--- src/rtl/bcd_operand_entry_if.sv ---
// rtl/bcd_operand_entry_if.sv - keypad/ALU handshake bundle for the BCD operand entry block
//
// Purpose: groups the keypad strobe, ALU handshake and operand outputs.
// Ports (signals):
//   key_valid, key_code      keypad strobe and code (0-9 digit, 10 ADD, 11 SUB, 14 CLEAR, 15 ENTER)
//   alu_done                 ALU result-ready strobe
//   operand_a, operand_b     BCD operands, digit 2 in the top nibble
//   op_sel                   latched operator, 0 = ADD, 1 = SUB
//   start, busy              ALU request pulse and in-flight indication
//   display_value            operand currently being edited
// Modports: master = keypad/ALU side, slave = entry block.
interface bcd_operand_entry_if #(
  parameter int NUM_DIGITS = 3
);
  localparam int W = 4 * NUM_DIGITS;

  logic         key_valid;
  logic [3:0]   key_code;
  logic         alu_done;
  logic [W-1:0] operand_a;
  logic [W-1:0] operand_b;
  logic         op_sel;
  logic         start;
  logic         busy;
  logic [W-1:0] display_value;

  modport master (
    output key_valid, key_code, alu_done,
    input  operand_a, operand_b, op_sel, start, busy, display_value
  );

  modport slave (
    input  key_valid, key_code, alu_done,
    output operand_a, operand_b, op_sel, start, busy, display_value
  );
endinterface

--- src/rtl/bcd_operand_entry.sv ---
// rtl/bcd_operand_entry.sv - keypad-driven BCD operand and operator entry for the ALU
//
// Purpose: collects two NUM_DIGITS BCD operands and an operator from keypad
// strobes, issues a one-cycle start to the ALU and holds everything stable
// until alu_done.
// Ports:
//   clk    rising-edge system clock
//   reset  asynchronous active-high reset
//   bus    bcd_operand_entry_if.slave (key_valid, key_code, alu_done in;
//          operand_a, operand_b, op_sel, start, busy, display_value out)
module bcd_operand_entry #(
  parameter int NUM_DIGITS = 3
) (
  input  logic                clk,
  input  logic                reset,
  bcd_operand_entry_if.slave  bus
);
  localparam int W  = 4 * NUM_DIGITS;
  localparam int CW = $clog2(NUM_DIGITS + 1);

  localparam logic [3:0] KEY_ADD   = 4'd10;
  localparam logic [3:0] KEY_SUB   = 4'd11;
  localparam logic [3:0] KEY_CLEAR = 4'd14;
  localparam logic [3:0] KEY_ENTER = 4'd15;

  typedef enum logic [1:0] {
    ENTER_A     = 2'd0,
    ENTER_B     = 2'd1,
    ISSUE       = 2'd2,
    WAIT_RESULT = 2'd3
  } state_t;

  state_t        state_q, state_d;
  logic [CW-1:0] count_q, count_d;
  logic [W-1:0]  operand_a_q, operand_a_d;
  logic [W-1:0]  operand_b_q, operand_b_d;
  logic [W-1:0]  display_q, display_d;
  logic          op_sel_q, op_sel_d;
  logic          start_q, start_d;
  // Set when a result has just returned: operand_a still shows the old
  // value, but the first digit typed starts a fresh operand.
  logic          fresh_q, fresh_d;

  logic          is_digit;
  logic          room;
  logic [W-1:0]  a_base;

  always_comb begin
    state_d     = state_q;
    count_d     = count_q;
    operand_a_d = operand_a_q;
    operand_b_d = operand_b_q;
    op_sel_d    = op_sel_q;
    fresh_d     = fresh_q;
    is_digit    = (bus.key_code <= 4'd9);
    room        = (count_q < CW'(NUM_DIGITS));
    a_base      = fresh_q ? '0 : operand_a_q;

    case (state_q)
      ENTER_A: begin
        if (bus.key_valid) begin
          if (is_digit) begin
            if (room) begin
              operand_a_d = {a_base[W-5:0], bus.key_code};
              count_d     = count_q + 1'b1;
              fresh_d     = 1'b0;
            end
          end else if (bus.key_code == KEY_ADD || bus.key_code == KEY_SUB) begin
            // Operator on an untouched result chains it as operand A.
            op_sel_d    = (bus.key_code == KEY_SUB);
            operand_b_d = '0;
            count_d     = '0;
            fresh_d     = 1'b0;
            state_d     = ENTER_B;
          end else if (bus.key_code == KEY_CLEAR) begin
            operand_a_d = '0;
            operand_b_d = '0;
            op_sel_d    = 1'b0;
            count_d     = '0;
            fresh_d     = 1'b0;
          end
        end
      end
      ENTER_B: begin
        if (bus.key_valid) begin
          if (is_digit) begin
            if (room) begin
              operand_b_d = {operand_b_q[W-5:0], bus.key_code};
              count_d     = count_q + 1'b1;
            end
          end else if (bus.key_code == KEY_ADD || bus.key_code == KEY_SUB) begin
            op_sel_d = (bus.key_code == KEY_SUB);
          end else if (bus.key_code == KEY_CLEAR) begin
            operand_a_d = '0;
            operand_b_d = '0;
            op_sel_d    = 1'b0;
            count_d     = '0;
            state_d     = ENTER_A;
          end else if (bus.key_code == KEY_ENTER) begin
            state_d = ISSUE;
          end
        end
      end
      ISSUE: begin
        state_d = WAIT_RESULT;
      end
      WAIT_RESULT: begin
        if (bus.alu_done) begin
          state_d = ENTER_A;
          count_d = '0;
          fresh_d = 1'b1;
        end
      end
      default: begin
        state_d = ENTER_A;
      end
    endcase

    // Registered outputs are computed from next-state values so they line
    // up with state_q in the cycle they are seen.
    start_d   = (state_d == ISSUE);
    display_d = (state_d == ENTER_A) ? operand_a_d : operand_b_d;
  end

  always_ff @(posedge clk or posedge reset) begin
    if (reset) begin
      state_q     <= ENTER_A;
      count_q     <= '0;
      operand_a_q <= '0;
      operand_b_q <= '0;
      display_q   <= '0;
      op_sel_q    <= 1'b0;
      start_q     <= 1'b0;
      fresh_q     <= 1'b0;
    end else begin
      state_q     <= state_d;
      count_q     <= count_d;
      operand_a_q <= operand_a_d;
      operand_b_q <= operand_b_d;
      display_q   <= display_d;
      op_sel_q    <= op_sel_d;
      start_q     <= start_d;
      fresh_q     <= fresh_d;
    end
  end

  assign bus.operand_a     = operand_a_q;
  assign bus.operand_b     = operand_b_q;
  assign bus.op_sel        = op_sel_q;
  assign bus.start         = start_q;
  assign bus.display_value = display_q;
  assign bus.busy          = (state_q == ISSUE) || (state_q == WAIT_RESULT);
endmodule

--- src/flat_wrapper.sv ---
// flat-port wrapper written by rule: the top's interface ports become plain ports
module bcd_operand_entry_flat 
#(
  parameter int NUM_DIGITS = 3
)
  (clk, reset, bus_key_valid, bus_key_code, bus_alu_done, bus_operand_a, bus_operand_b, bus_op_sel, bus_start, bus_busy, bus_display_value);
  bcd_operand_entry_if #(.NUM_DIGITS(NUM_DIGITS)) bus_i ();
  input  logic clk;
  input  logic reset;
  input wire logic [$bits(bus_i.key_valid)-1:0] bus_key_valid;
  input wire logic [$bits(bus_i.key_code)-1:0] bus_key_code;
  input wire logic [$bits(bus_i.alu_done)-1:0] bus_alu_done;
  output wire logic [$bits(bus_i.operand_a)-1:0] bus_operand_a;
  output wire logic [$bits(bus_i.operand_b)-1:0] bus_operand_b;
  output wire logic [$bits(bus_i.op_sel)-1:0] bus_op_sel;
  output wire logic [$bits(bus_i.start)-1:0] bus_start;
  output wire logic [$bits(bus_i.busy)-1:0] bus_busy;
  output wire logic [$bits(bus_i.display_value)-1:0] bus_display_value;
  assign bus_i.key_valid = bus_key_valid;
  assign bus_i.key_code = bus_key_code;
  assign bus_i.alu_done = bus_alu_done;
  assign bus_operand_a = bus_i.operand_a;
  assign bus_operand_b = bus_i.operand_b;
  assign bus_op_sel = bus_i.op_sel;
  assign bus_start = bus_i.start;
  assign bus_busy = bus_i.busy;
  assign bus_display_value = bus_i.display_value;
  bcd_operand_entry #(.NUM_DIGITS(NUM_DIGITS)) u_core (.clk(clk), .reset(reset), .bus(bus_i));
endmodule
--- config.mk ---
export PLATFORM = sky130hd
export DESIGN_NAME = bcd_operand_entry_flat
export DESIGN_NICKNAME = d
export VERILOG_FILES = /design/src/rtl/bcd_operand_entry_if.sv /design/src/rtl/bcd_operand_entry.sv /design/src/flat_wrapper.sv
export SDC_FILE = /design/constraint.sdc
export NUM_CORES = 1
export LEC_CHECK = 0
export BUFFER_PORTS_ARGS = -buffer_cell sky130_fd_sc_hd__buf_2
export CAP_MARGIN = 20
export CORE_MARGIN = 1
export CORE_UTILIZATION = 45
export CTS_CLUSTER_DIAMETER = 50
export CTS_CLUSTER_SIZE = 30
export DETAILED_ROUTE_END_ITERATION = 7
export PLACE_DENSITY = 0.69
export RECOVER_POWER = 50
export SLEW_MARGIN = 10
export SYNTH_ARGS = -nofsm -noshare
export SYNTH_HDL_FRONTEND = slang
export SYNTH_SLANG_ARGS = --single-unit
export TNS_END_PERCENT = 100
--- constraint.sdc ---
create_clock -name clk -period 2.56 [get_ports clk]
set_input_delay 0.128 -clock clk [delete_from_list [all_inputs] [get_ports clk]]
set_output_delay 0.128 -clock clk [all_outputs]
set_load 0.01 [all_outputs]
* After elaboration in Yosys (flattened, before gate mapping)
Index checks and enable logic that the tools add are counted.
Cells by class: add/subtract/negate cells 1, $lt $le $gt $ge 2, equal/unequal tests 14, mux-type cells 47, bitwise gates (word level) 1, reductions and logical operators 11
Operator list (number):
- two-way mux 12 bit | 16
- one-hot mux 12 bit (2 select lines) | 2
- two-way mux 2 bit | 18
- equality test 4 bit (second input constant) | 4
- AND reduction 5 bit | 2
- two-way mux 8 bit | 1
- one-hot mux 2 bit (4 select lines) | 1
- two-way mux 1 bit | 7
- equality test 2 bit (second input constant) | 3
- != test 2 bit (second input constant) | 3
- one-hot mux 2 bit (3 select lines) | 1
- <= comparator 4 bit (second input constant) | 1
- logical NOT 2 bit | 2
- != test 4 x 1 -> 1 bit (second input constant) | 1
- AND reduction 4 bit | 1
- nonzero test 2 bit | 2
- != test 3 x 2 -> 1 bit (second input constant) | 1
- != test 3 bit (second input constant) | 1
- nonzero test 3 bit | 1
- adder 2 x 1 -> 2 bit (second input constant) | 1
- equality test 2 x 1 -> 1 bit (second input constant) | 1
- logical OR 1 bit | 2
- less-than comparator 2 bit (second input constant) | 1
- one-hot mux 1 bit (2 select lines) | 1
- 2 further kinds | 2
Storage, ports and cells: register bits 43, input port bits 8

* Longest topological paths before layout
Gate-level depths: netlist (run 1).
word-level depth 9, gate-level depth with buffers 7, gate-level depth less buffers 5

* Worst setup path after synthesis (run 1)
Ideal clock, no wire load.
kind register to register, start point register u_core.state_q[0], end point register u_core.display_q[7], in the netlist u_core.bus.display_value[7], arrival 1619 ps, path slack 816 ps, stages on the path, launching flop included 8, path buffers 2, cells stage by stage dfrtp_1 -> nor2b_1 -> and2_1 -> buf_6 -> and3_1 -> buf_2 -> a22o_1 -> mux2_2
On the way: elaborated cells between the ends (all ways) 18, those cells by class eq/ne: 3; mux: 13; reduce/logical: 2
RTL lines:
- start, declared | line bcd_operand_entry.sv:33 | state_t state_q, state_d;
- start signal, assigned | line bcd_operand_entry.sv:136 | state_q <= state_d;
- equality test 2 x 1 -> 1 bit / logical NOT 2 bit (equally long branches) | line bcd_operand_entry.sv:59 | case (state_q)
- one-hot mux 12 bit (2 select lines) * | line bcd_operand_entry.sv:59
- named net u_core.operand_b_d[7] | line bcd_operand_entry.sv:36 | logic [W-1:0] operand_b_q, operand_b_d;
- two-way mux 12 bit * | line bcd_operand_entry.sv:122 | display_d = (state_d == ENTER_A) ? operand_a_d : operand_b_d;
- named net u_core.display_d[7] | line bcd_operand_entry.sv:37 | logic [W-1:0] display_q, display_d;
- end signal, assigned | line bcd_operand_entry.sv:140 | display_q <= display_d;
- end, declared | line bcd_operand_entry.sv:37
The timed path passes the listed nets; every way through them passes the cells marked *. A chain may end at the register's enable or synchronous reset.

* Worst setup path in the final report (run 1)
start point register u_core.state_q[0], end point register u_core.display_q[9], in the netlist u_core.bus.display_value[9]
The elaborated chain is that of the path after synthesis.

==> results.tsv, run 1 <==
stage	metric	value	unit
floorplan	DIE HEIGHT	68.78	um
place	routability cong.	0.9223	
clock_network	clock sinks	43	
clock_network	Worst-path clk slew	80	ps
logic_synthesis	synthesized cell area	2007	um2
clock_network	# resized after CTS	0	
clock_network	worst skew pair latency	290	ps
worst_hold_path	Min-Delay Path Class	input port to flip-flop	
worst_hold_path	worst hold stages	3	
layout	post-route insts no fill	266	
logic_synthesis	number of synthesized register bits	43	
clock_network	Max H-tree Level	2	
timing	Max Freq	448.3	MHz
layout	Fill cells	378	
logic_synthesis	synth warn	0	
pwr	Comb power frac	0.374	
floorplan	core area	4144	um2
outcome	status	finished, final reports clean	
layout	layout cell share with drive strength beyond 1	0.1898	
critical_path	reg2reg start	u_core.state_q[0]	
layout	final net count	223	
grt	GRT Util Overall	0.2247	
timing	Hold Slack	180.0	ps
timing	actual slew at the worst max-slew pin	1047	ps
critical_path	Crit Path Class	flip-flop to flip-flop	
drt	Vias	1581	
drt	Pre-antenna DRT Iters	4	
critical_path	Worst EP arrival	2470	ps
place	Detailed Place HPWL	3279	um
pwr	Pint	1.493	mW
logic_synthesis	Post-synth EDFFs	0	
floorplan	initial core utilization	0.4843	
timing	worst setup margin	329.5	ps
grt	met2 Usage GRT	0.3333	
worst_hold_path	Hold Path Origin	bus_alu_done	
logic_synthesis	Yosys cell types	46	
grt	total gr overflow	0	
logic_synthesis	syn_nets	179	
pwr	clock power share	0.192	
grt	routing usage on met1	0.3175	
timing	Post-Route Skew	8.167	ps
clock_network	Post-CTS Setup Bufs	0	
timing	fin crit share	0.8713	
clock_network	clock buffer depth	2	
timing	Finish-stage setup viols	0	
layout	area grow syn2layout	15.40	%
logic_synthesis	post-synth top area cell	dfrtp_1	
logic_synthesis	sequential-to-total area share from yosys stat	0.5362	
floorplan	Die ar.	4731	um2
critical_path	Critical Path Start Type	flip-flop	
logic_synthesis	Mapped Cells	171	
timing	relative slew slack	0.3020	
floorplan	Boundary Pins	47	
critical_path	CP required	2800	ps
critical_path	FF-to-FF End	u_core.bus.display_value[9]	
critical_path	r2r worst-path depth	5	
critical_path	Critical-path top delay cell	dfrtp_1	
timing	Slew Limit Fails	0	
critical_path	Critical Path Max Stage Delay	700	ps
clock_network	Root Driver	clkbuf_8	
pwr	sw frac	0.3980	
drt	initial DRC count	103	
clock_network	CTS tree	yes	
critical_path	CP Max Fanout	15	
logic_synthesis	top cell type's share of synthesized area	0.5362	
grt	vias in the first global route	1532	
logic_synthesis	top cells by area, synth	dfrtp_1 54%, a22o_1 6.5%, mux2_2 4.5%	
pwr	P_leak	1.036	nW
timing	final hold viol count	0	
logic_synthesis	main flop type after synthesis	dfrtp_1	
drt	WL/cell	18.03	um
grt	initial antenna violation count	0	
critical_path	crit-path cells	nor2b_1, and2_1, and3_1, a22o_1, mux2_2	
timing	min Tclk post-route	2230	ps
critical_path	Worst Setup End Kind	flip-flop	
drt	final wirelength	4796	um
timing	setup TNS	0	ps
pwr	Reg power frac	0.434	
pwr	Design Power	2.480	mW
logic_synthesis	Synth async-reset ratio	1.000	
job	number of max-cap violations	0	
floorplan	num rows	23	
grt	wire length of the first global-routing pass	7500	um
grt	global routing usage on met3	0.05428	
drt	Residual DRC	0	
place	worst slack, placed	414.3	ps
drt	Vias/cell	5.944	
clock_network	CTS buffer count	5	
critical_path	R2R Setup Slk	330	ps
worst_hold_path	WHS Endpoint	u_core.state_q[0]	
place	IO buf count	46	
timing	RSZ-0062 raised after global routing	false	
drt	ANT nets after route	0	
pwr	Max VDD drop	435.4	uV
grt	GR peak layer	met2	
pwr	Pwr Density	1071	nW/um2
grt	largest net degree at the start of global routing	44	
floorplan	Die W	68.78	um
place	Inst Count DP	257	
layout	Diodes inserted	0	
pwr	NetSw	0.9870	mW
logic_synthesis	Syn Area/Cell	11.74	um2
worst max-delay path by stage:
stage          depth (start not counted)                      endpoint         startpoint  slack (ps)
2_1_floorplan                          7   u_core.bus.display_value[7]  u_core.state_q[0]         820
3_3_place_gp                           5  u_core.bus.display_value[11]  u_core.state_q[0]         440
3_5_place_dp                           5  u_core.bus.display_value[11]  u_core.state_q[0]         410
4_1_cts                                5  u_core.bus.display_value[11]  u_core.state_q[0]         370
5_1_grt                                5  u_core.bus.display_value[11]  u_core.state_q[0]         150
6_report                               5   u_core.bus.display_value[9]  u_core.state_q[0]         330
repair_timing:
action	in CTS	in global routing
setup endpoints to repair	0	0
hold buffers	1	0
hold endpoints to repair	43	0
sequential cells by signal, summed over array words and instances, names as in the netlist:
name and count:
u_core.bus.operand_a 12, u_core.bus.start 1, u_core.count_q 2, u_core.fresh_q 1, u_core.state_q 2, u_core.bus.op_sel 1, u_core.bus.display_value 12, u_core.bus.operand_b 12
placed cells by master, fill, tap and decap left out, types with 2 or more instances in the layout:
cell type / n
dfrtp_1: 43
clkbuf_1: 35
a22o_1: 15
buf_2: 11
nand2_1: 9
a21oi_1: 8
o21ai_0: 8
mux2_2: 8
nor2_1: 7
clkbuf_8: 7
a31oi_1: 5
nor3_1: 5
a211oi_1: 4
nor2b_1: 3
inv_1: 3
nand2b_1: 3
mux2_1: 3
and2_1: 2
and3_1: 2
nand3_1: 2
nand4b_1: 2
nor4b_2: 2
nor3b_2: 2
a311oi_1: 2
a21boi_0: 2
power groups by stage:
stage               clock, mW  sequential, mW  combinational, mW
floorplan                   0            1.11              0.589
detailed placement          0            1.08              0.964
global route            0.516            1.10               1.02
CTS                     0.482            1.07              0.970
global placement            0            1.07              0.947
finish                  0.477            1.08              0.927
per-stage QoR:
| stage | cell area, um2 | utilization |
|---|---|---|
| CTS | 2362 | 0.5700 |
| detailed placement | 2248 | 0.5426 |
| global placement | 2248 | 0.5426 |
| global route | 2316 | 0.5589 |
| floorplan | 2007 | - |
| finish | 2316 | 0.5589 |
layer usage:
metal  up-vias  routed length [um]
met5         -                   0
met4         0                  78
met3         6                 298
met2        69                2211
met1       772                2208
li1        734                   -
layout make-up:
type | instances | area (um2) | share of cell area
Clock buffer | 7 | 96.34 | 0.04160
Clock inverter | 1 | 7.507 | 0.003241
Inverter | 4 | 15.01 | 0.006483
Multi-Input combinational cell | 112 | 849.6 | 0.3668
Sequential cell | 43 | 1076 | 0.4646
Tap cell | 50 | 62.56 | 0.02701
Timing Repair Buffer | 49 | 209.0 | 0.09022
cell usage after synthesis, types with 2 or more instances:
library cell,number
dfrtp_1,43
a22o_1,15
nand2_1,9
a21oi_1,8
mux2_2,8
o21ai_0,8
nor2_1,7
a31oi_1,5
nor3_1,5
a211oi_1,4
buf_2,4
clkbuf_1,4
inv_1,3
mux2_1,3
nand2b_1,3
nor2b_1,3
a21boi_0,2
a311oi_1,2
and2_1,2
and3_1,2
buf_4,2
nand3_1,2
nand4b_1,2
nor3b_2,2
nor4b_2,2
critical path: cells and delay by family, from the launching register on:
kind             cells  cell delay, ps
AO/OA/AOI/OAI        1             230
flip-flops           1             700
multiplexers         1             150
AND/OR/NAND/NOR      3            1080
cells by family after synthesis:
| kind of cell | synth area share |
|---|---|
| buffers and inverters | 0.04051 |
| DFF | 0.5362 |
| and+or+nand+nor | 0.1365 |
| muxes | 0.06671 |
| AOI/OAI and AO/OA | 0.2201 |
No activity file was read; power rests on OpenSTA's default activity.
==> run 2: changes to the inputs <==
- ABC_AREA: not set -> 1
- HOLD_SLACK_MARGIN: not set -> 0.02
- MAX_ROUTING_LAYER: not set -> met4
- PLACE_DENSITY: 0.69 -> 0.68
==> results.tsv, run 2 <==
stage	metric	value	unit	change
critical_path	Critical Path Max Stage Delay	470	ps	-230 ps
logic_synthesis	post-synth top area cell	dfrtp_1		
logic_synthesis	syn_nets	297		+66%
critical_path	Crit Path Class	flip-flop to flip-flop		
drt	final wirelength	5278	um	+10%
critical_path	Critical Path Start Type	flip-flop		
clock_network	clock buffer depth	2		unchanged
layout	layout cell share with drive strength beyond 1	0.1412		-0.04864
logic_synthesis	main flop type after synthesis	dfrtp_1		
pwr	Max VDD drop	432.0	uV	-0.79%
timing	fin crit share	0.7231		-0.1482
logic_synthesis	synth warn	0		unchanged
critical_path	Critical Path Most Common Cell	nand2_1		
critical_path	CP required	2780	ps	-20 ps
timing	Slew Limit Fails	0		unchanged
grt	wire length of the first global-routing pass	8818	um	+18%
logic_synthesis	Synth async-reset ratio	1.000		unchanged
clock_network	Root Driver	clkbuf_8		
timing	Hold Slack	97.15	ps	-82.90 ps
clock_network	# resized after CTS	0		unchanged
layout	area grow syn2layout	15.35	%	about the same
logic_synthesis	number of synthesized register bits	43		unchanged
timing	Post-Route Skew	5.615	ps	-2.552 ps
pwr	Comb power frac	0.444		+0.070
layout	post-route insts no fill	394		+48%
pwr	sw frac	0.4537		+0.05569
place	Detailed Place HPWL	3840	um	+17%
outcome	status	finished, final reports clean		
grt	total gr overflow	0		unchanged
logic_synthesis	sequential-to-total area share from yosys stat	0.4906		-0.04557
logic_synthesis	top post-synthesis cells by count	125 x nand2_1, 43 x dfrtp_1, 33 x nand3_1		
clock_network	Max H-tree Level	2		unchanged
critical_path	Worst EP arrival	2070	ps	-400 ps
floorplan	Die ar.	5157	um2	+9.0%
timing	final hold viol count	0		unchanged
drt	Pre-antenna DRT Iters	4		unchanged
drt	initial DRC count	111		+7.8%
floorplan	DIE HEIGHT	71.82	um	+4.4%
logic_synthesis	Yosys cell types	29		-37%
floorplan	Die W	71.82	um	+4.4%
pwr	Reg power frac	0.406		-0.028
timing	min Tclk post-route	1851	ps	-379.3 ps
logic_synthesis	top cells by area, synth	dfrtp_1 49%, nand2_1 21%, nand3_1 7.5%		
layout	Diodes inserted	0		unchanged
layout	fin util	0.5392		-0.01968
drt	WL/cell	13.40	um	-26%
floorplan	num rows	25		+8.7%
logic_synthesis	Post-synth EDFFs	0		unchanged
logic_synthesis	top cell type's share of synthesized area	0.4906		-0.04557
timing	Finish-stage setup viols	0		unchanged
worst_hold_path	Min-Delay Path Class	input port to flip-flop		
timing	setup TNS	0	ps	unchanged
pwr	Pint	1.482	mW	-0.73%
place	IO buf count	46		unchanged
timing	Max Freq	540.2	MHz	+20%
drt	Vias/cell	5.142		-13%
timing	RSZ-0062 raised after global routing	false		
job	number of max-cap violations	0		unchanged
logic_synthesis	most frequent cell after synthesis	nand2_1		
floorplan	Boundary Pins	47		unchanged
pwr	Pwr Density	1072	nW/um2	+0.14%
place	Inst Count DP	385		+50%
critical_path	CP Max Fanout	13		-2
layout	Fill cells	494		+31%
clock_network	worst skew pair latency	290	ps	about the same
layout	most common cell after layout, fill and taps aside	nand2_1		
grt	initial antenna violation count	0		unchanged
pwr	P_leak	1.384	nW	+34%
floorplan	initial core utilization	0.4675		-0.01683
layout	most frequent cells in the layout	125 x nand2_1, 43 x dfrtp_1, 33 x nand3_1, 30 x clkbuf_1, 19 x inv_1		
pwr	clock power share	0.150		-0.042
layout	final net count	347		+56%
place	worst slack, placed	723.9	ps	+309.6 ps
clock_network	clock sinks	43		unchanged
critical_path	Critical-path top delay cell	dfrtp_1		
timing	worst setup margin	708.8	ps	+379.3 ps
logic_synthesis	synthesized cell area	2193	um2	+9.3%
grt	largest net degree at the start of global routing	44		unchanged
logic_synthesis	Syn Area/Cell	7.589	um2	-35%
drt	Vias	2026		+28%
pwr	NetSw	1.231	mW	+25%
critical_path	crit-path cells	inv_2, nand2_1, nor2_1, a21oi_2, nand3_2, inv_2, nand2_1, nand2_1		
drt	Residual DRC	0		unchanged
place	routability cong.	0.8605		-6.7%
drt	ANT nets after route	0		unchanged
critical_path	Worst Setup End Kind	flip-flop		
grt	GRT Util Overall	0.2277		+0.003027
timing	actual slew at the worst max-slew pin	1059	ps	+12.20 ps
grt	vias in the first global route	1857		+21%
clock_network	CTS buffer count	5		unchanged
clock_network	CTS tree	yes		
logic_synthesis	Mapped Cells	289		+69%
floorplan	core area	4692	um2	+13%
timing	relative slew slack	0.2939		-0.008135
clock_network	Worst-path clk slew	80	ps	about the same
## run 2: cell types whose count changed after synthesis, sizes merged, moves of 3 or more
cell / delta
a211oi: -4
a22o: -15
a31oi: -5
buf: -3
clkbuf: -3
inv: +22
mux2: -11
nand2: +124
nand2b: -3
nand3: +32
nor2: +8
nor2b: -3
nor3: -4
nor4b: -3
## run 2: power groups by stage
stage	logic [mW]	clock network (mW)	registers, mW
2_1_floorplan	0.750	0	1.17
3_3_place_gp	1.23	0	1.11
3_5_place_dp	1.24	0	1.11
4_1_cts	1.25	0.421	1.10
5_1_grt	1.37	0.448	1.13
6_report	1.20	0.408	1.10
## run 2: worst max-delay path: cells and delay by family, from the launching register on
family / cells / cell delay, ps
DFF: 1 / 470
and+or+nand+nor: 5 / 680
AOI/OAI and AO/OA: 1 / 190
buffers and inverters: 2 / 430
## run 2: path summary, 6_finish.rpt
path                                                to               from  slack, ps  cells after the start
setup reg to reg           u_core.bus.display_value[0]  u_core.state_q[1]        710                      8
hold / removal                       u_core.bus.op_sel    bus_key_code[2]        100                      2
setup / recovery           u_core.bus.display_value[0]  u_core.state_q[1]        710                      8
hold reg to reg                      u_core.bus.op_sel  u_core.bus.op_sel        490                      2
max in group asynchronous      u_core.bus.operand_a[1]              reset       1200                      4
min in group asynchronous     u_core.bus.operand_a[11]              reset        710                      4
## run 2: per-stage QoR
step	power [mW]	area (um2)
detailed placement	2.350	2476
global route	2.946	2530
finish	2.713	2530
CTS	2.768	2567
global placement	2.336	2476
floorplan	1.922	2193
## run 2: what timing repair did
action | in CTS | in global routing
hold buffers | 1 | 0
setup buffers | 0 | 0
endpoints found under the hold margin | 43 | 0
## run 2: cell families (layout without fill, tap and decap cells)
group	after synthesis	after routing	synth area share
and+or+nand+nor	186	186	0.3737
AOI/OAI and AO/OA	28	28	0.07758
buffers and inverters	32	83	0.05818
DFF	43	43	0.4906
## run 2: final cells by class
cell class,count,area [um2],area share
sequential,43,1076,0.4253
inverter,26,97.59,0.03858
clock buffer,7,76.32,0.03017
clock inverter,1,5.005,0.001978
tap,54,67.56,0.02671
timing repair buffer,49,217.7,0.08605
multi-input combinational,214,989.7,0.3912
## run 2: metal layers
metal	wire length, um	global-route usage	up-vias
li1	-	-	1020
met4	58	0.09368	0
met3	295	0.03657	6
met5	0	-	-
met1	2580	0.3114	928
met2	2345	0.3386	72
==> run 3: changes to the inputs <==
- clock period: 2.56 -> 1.8 ns (I/O delays scaled with it)
==> results.tsv, run 3 (synthesis gave the netlist of run 2 again) <==
stage	metric	value	unit	change
place	cell area after placement	2521	um2	+1.8%
clock_network	clock sinks	43		unchanged
timing	Slew Limit Fails	0		unchanged
timing	setup TNS	0	ps	unchanged
critical_path	Critical Path Start Type	flip-flop		
layout	Diodes inserted	0		unchanged
pwr	Pint	2.204	mW	+49%
timing	final hold viol count	0		unchanged
critical_path	Critical-path top delay cell	dfrtp_1		
layout	Fill cells	450		-8.9%
clock_network	Root Driver	clkbuf_8		
floorplan	Die ar.	5157	um2	unchanged
clock_network	# resized after CTS	0		unchanged
grt	GRT Util Overall	0.2274		-0.0003531
clock_network	clock buffer depth	2		unchanged
timing	relative slew slack	0.6286		+0.3347
clock_network	CTS tree	yes		
pwr	Reg power frac	0.394		-0.012
layout	area grow syn2layout	19.11	%	
clock_network	CTS buffer count	5		unchanged
timing	Post-Route Skew	7.029	ps	+1.414 ps
timing	fin crit share	0.9027		+0.1796
critical_path	Worst EP arrival	1850	ps	-220 ps
critical_path	crit-path cells	inv_2, nand2_1, nor2_1, a21oi_2, nand3_2, inv_2, nand2_1, nand2_1		
layout	layout cell share with drive strength beyond 1	0.1816		+0.04038
layout	most common cell after layout, fill and taps aside	nand2_1		
layout	final net count	354		+2.0%
pwr	P_leak	1.455	nW	+5.2%
place	routability cong.	0.9601		+12%
worst_hold_path	Min-Delay Path Class	input port to flip-flop		
grt	vias in the first global route	1918		+3.3%
clock_network	Post-CTS Setup Bufs	0		unchanged
timing	Max Freq	615.4	MHz	+14%
drt	WL/cell	13.18	um	-1.6%
grt	total gr overflow	0		unchanged
floorplan	DIE HEIGHT	71.82	um	unchanged
floorplan	Die W	71.82	um	unchanged
grt	wire length of the first global-routing pass	8783	um	-0.40%
critical_path	Crit Path Class	flip-flop to flip-flop		
floorplan	initial core utilization	0.4675		unchanged
layout	fin util	0.5568		+0.01760
drt	Vias	2079		+2.6%
pwr	NetSw	1.786	mW	+45%
critical_path	CP bufs+invs	2		unchanged
pwr	sw frac	0.4476		-0.006031
drt	ANT nets after route	0		unchanged
timing	Finish-stage setup viols	0		unchanged
pwr	Comb power frac	0.457		+0.013
drt	initial DRC count	148		+33%
place	IO buf count	46		unchanged
grt	initial antenna violation count	0		unchanged
pwr	Max VDD drop	710.6	uV	+65%
drt	Pre-antenna DRT Iters	4		unchanged
layout	fin area	2613	um2	+3.3%
timing	actual slew at the worst max-slew pin	557.0	ps	-502.1 ps
floorplan	core area	4692	um2	unchanged
critical_path	Critical Path Max Stage Delay	490	ps	+20 ps
drt	Residual DRC	0		unchanged
floorplan	num rows	25		unchanged
critical_path	CP required	2030	ps	-750 ps
layout	post-route insts no fill	401		+1.8%
floorplan	Boundary Pins	47		unchanged
outcome	status	finished, final reports clean		
critical_path	delay-heaviest family, CP	simple AND/OR/NAND/NOR gates		
drt	Vias/cell	5.185		+0.82%
clock_network	worst skew pair latency	290	ps	about the same
layout	most frequent cells in the layout	125 x nand2_1, 43 x dfrtp_1, 33 x nand3_1, 27 x buf_2, 22 x clkbuf_1		
timing	min Tclk post-route	1625	ps	-226.3 ps
job	number of max-cap violations	0		unchanged
timing	RSZ-0062 raised after global routing	false		
clock_network	Worst-path clk slew	80	ps	about the same
critical_path	Critical Path Most Common Cell	nand2_1		
clock_network	Max H-tree Level	2		unchanged
pwr	clock power share	0.149		about the same
place	Detailed Place HPWL	3974	um	+3.5%
grt	largest net degree at the start of global routing	26		-41%
pwr	Pwr Density	1527	nW/um2	+42%
place	Inst Count DP	391		+1.6%
critical_path	Worst Setup End Kind	flip-flop		
critical_path	CP Max Fanout	12		-1
drt	final wirelength	5286	um	+0.15%
run 3: per-stage QoR:
| step | power, mW | hold WS [ps] | worst slack [ps] |
|---|---|---|---|
| after floorplan | 2.734 | 187.5 | 434.9 |
| after global placement | 3.408 | 204.5 | 219.1 |
| after detailed placement | 3.420 | 208.3 | 218.5 |
| after CTS | 4.014 | 59.58 | 186.7 |
| after global routing | 4.304 | 65.76 | 24.36 |
| final | 3.990 | 64.48 | 175.1 |
run 3: area by class of cell:
cell class	instances	area, um2	area share
clock inverter	2	12.51	0.004789
sequential	43	1076	0.4119
inverter	26	97.59	0.03736
timing repair buffer	56	296.5	0.1135
clock buffer	6	72.57	0.02778
multi-input combinational	214	989.7	0.3788
tap	54	67.56	0.02586
run 3: worst paths after layout:
check | endpoint | cells after the start | slack, ps | from
min reg2reg | u_core.bus.op_sel | 2 | 500 | u_core.bus.op_sel
max reg2reg | u_core.bus.display_value[0] | 8 | 180 | u_core.state_q[1]
max | u_core.bus.display_value[0] | 8 | 180 | u_core.state_q[1]
min in group asynchronous | u_core.bus.operand_a[11] | 3 | 220 | reset
max in group asynchronous | u_core.bus.operand_b[3] | 5 | 670 | reset
min | u_core.bus.op_sel | 2 | 60 | bus_key_code[2]
run 3: worst reg2reg max path: cells and delay by family (launching register included):
family / cells / cell delay (ps)
and+or+nand+nor: 5 / 540
AOI/OAI and AO/OA: 1 / 180
DFF: 1 / 490
buffers and inverters: 2 / 360
run 3: timing repair:
item	in CTS	in global routing
hold endpoints to repair	23	0
hold buffers	1	0
setup endpoints to repair	0	0
run 3: power by group through the flow:
stage	combinational [mW]	sequential, mW	clock, mW
final	1.82	1.57	0.596
after global routing	2.03	1.62	0.653
after CTS	1.84	1.57	0.604
after detailed placement	1.84	1.58	0
after global placement	1.83	1.57	0
after floorplan	1.07	1.67	0
run 3: metal layers:
metal	global-route usage	share of wire
met5	-	0
met4	0.06754	0.012
met3	0.03797	0.055
met2	0.3386	0.46
met1	0.3200	0.47
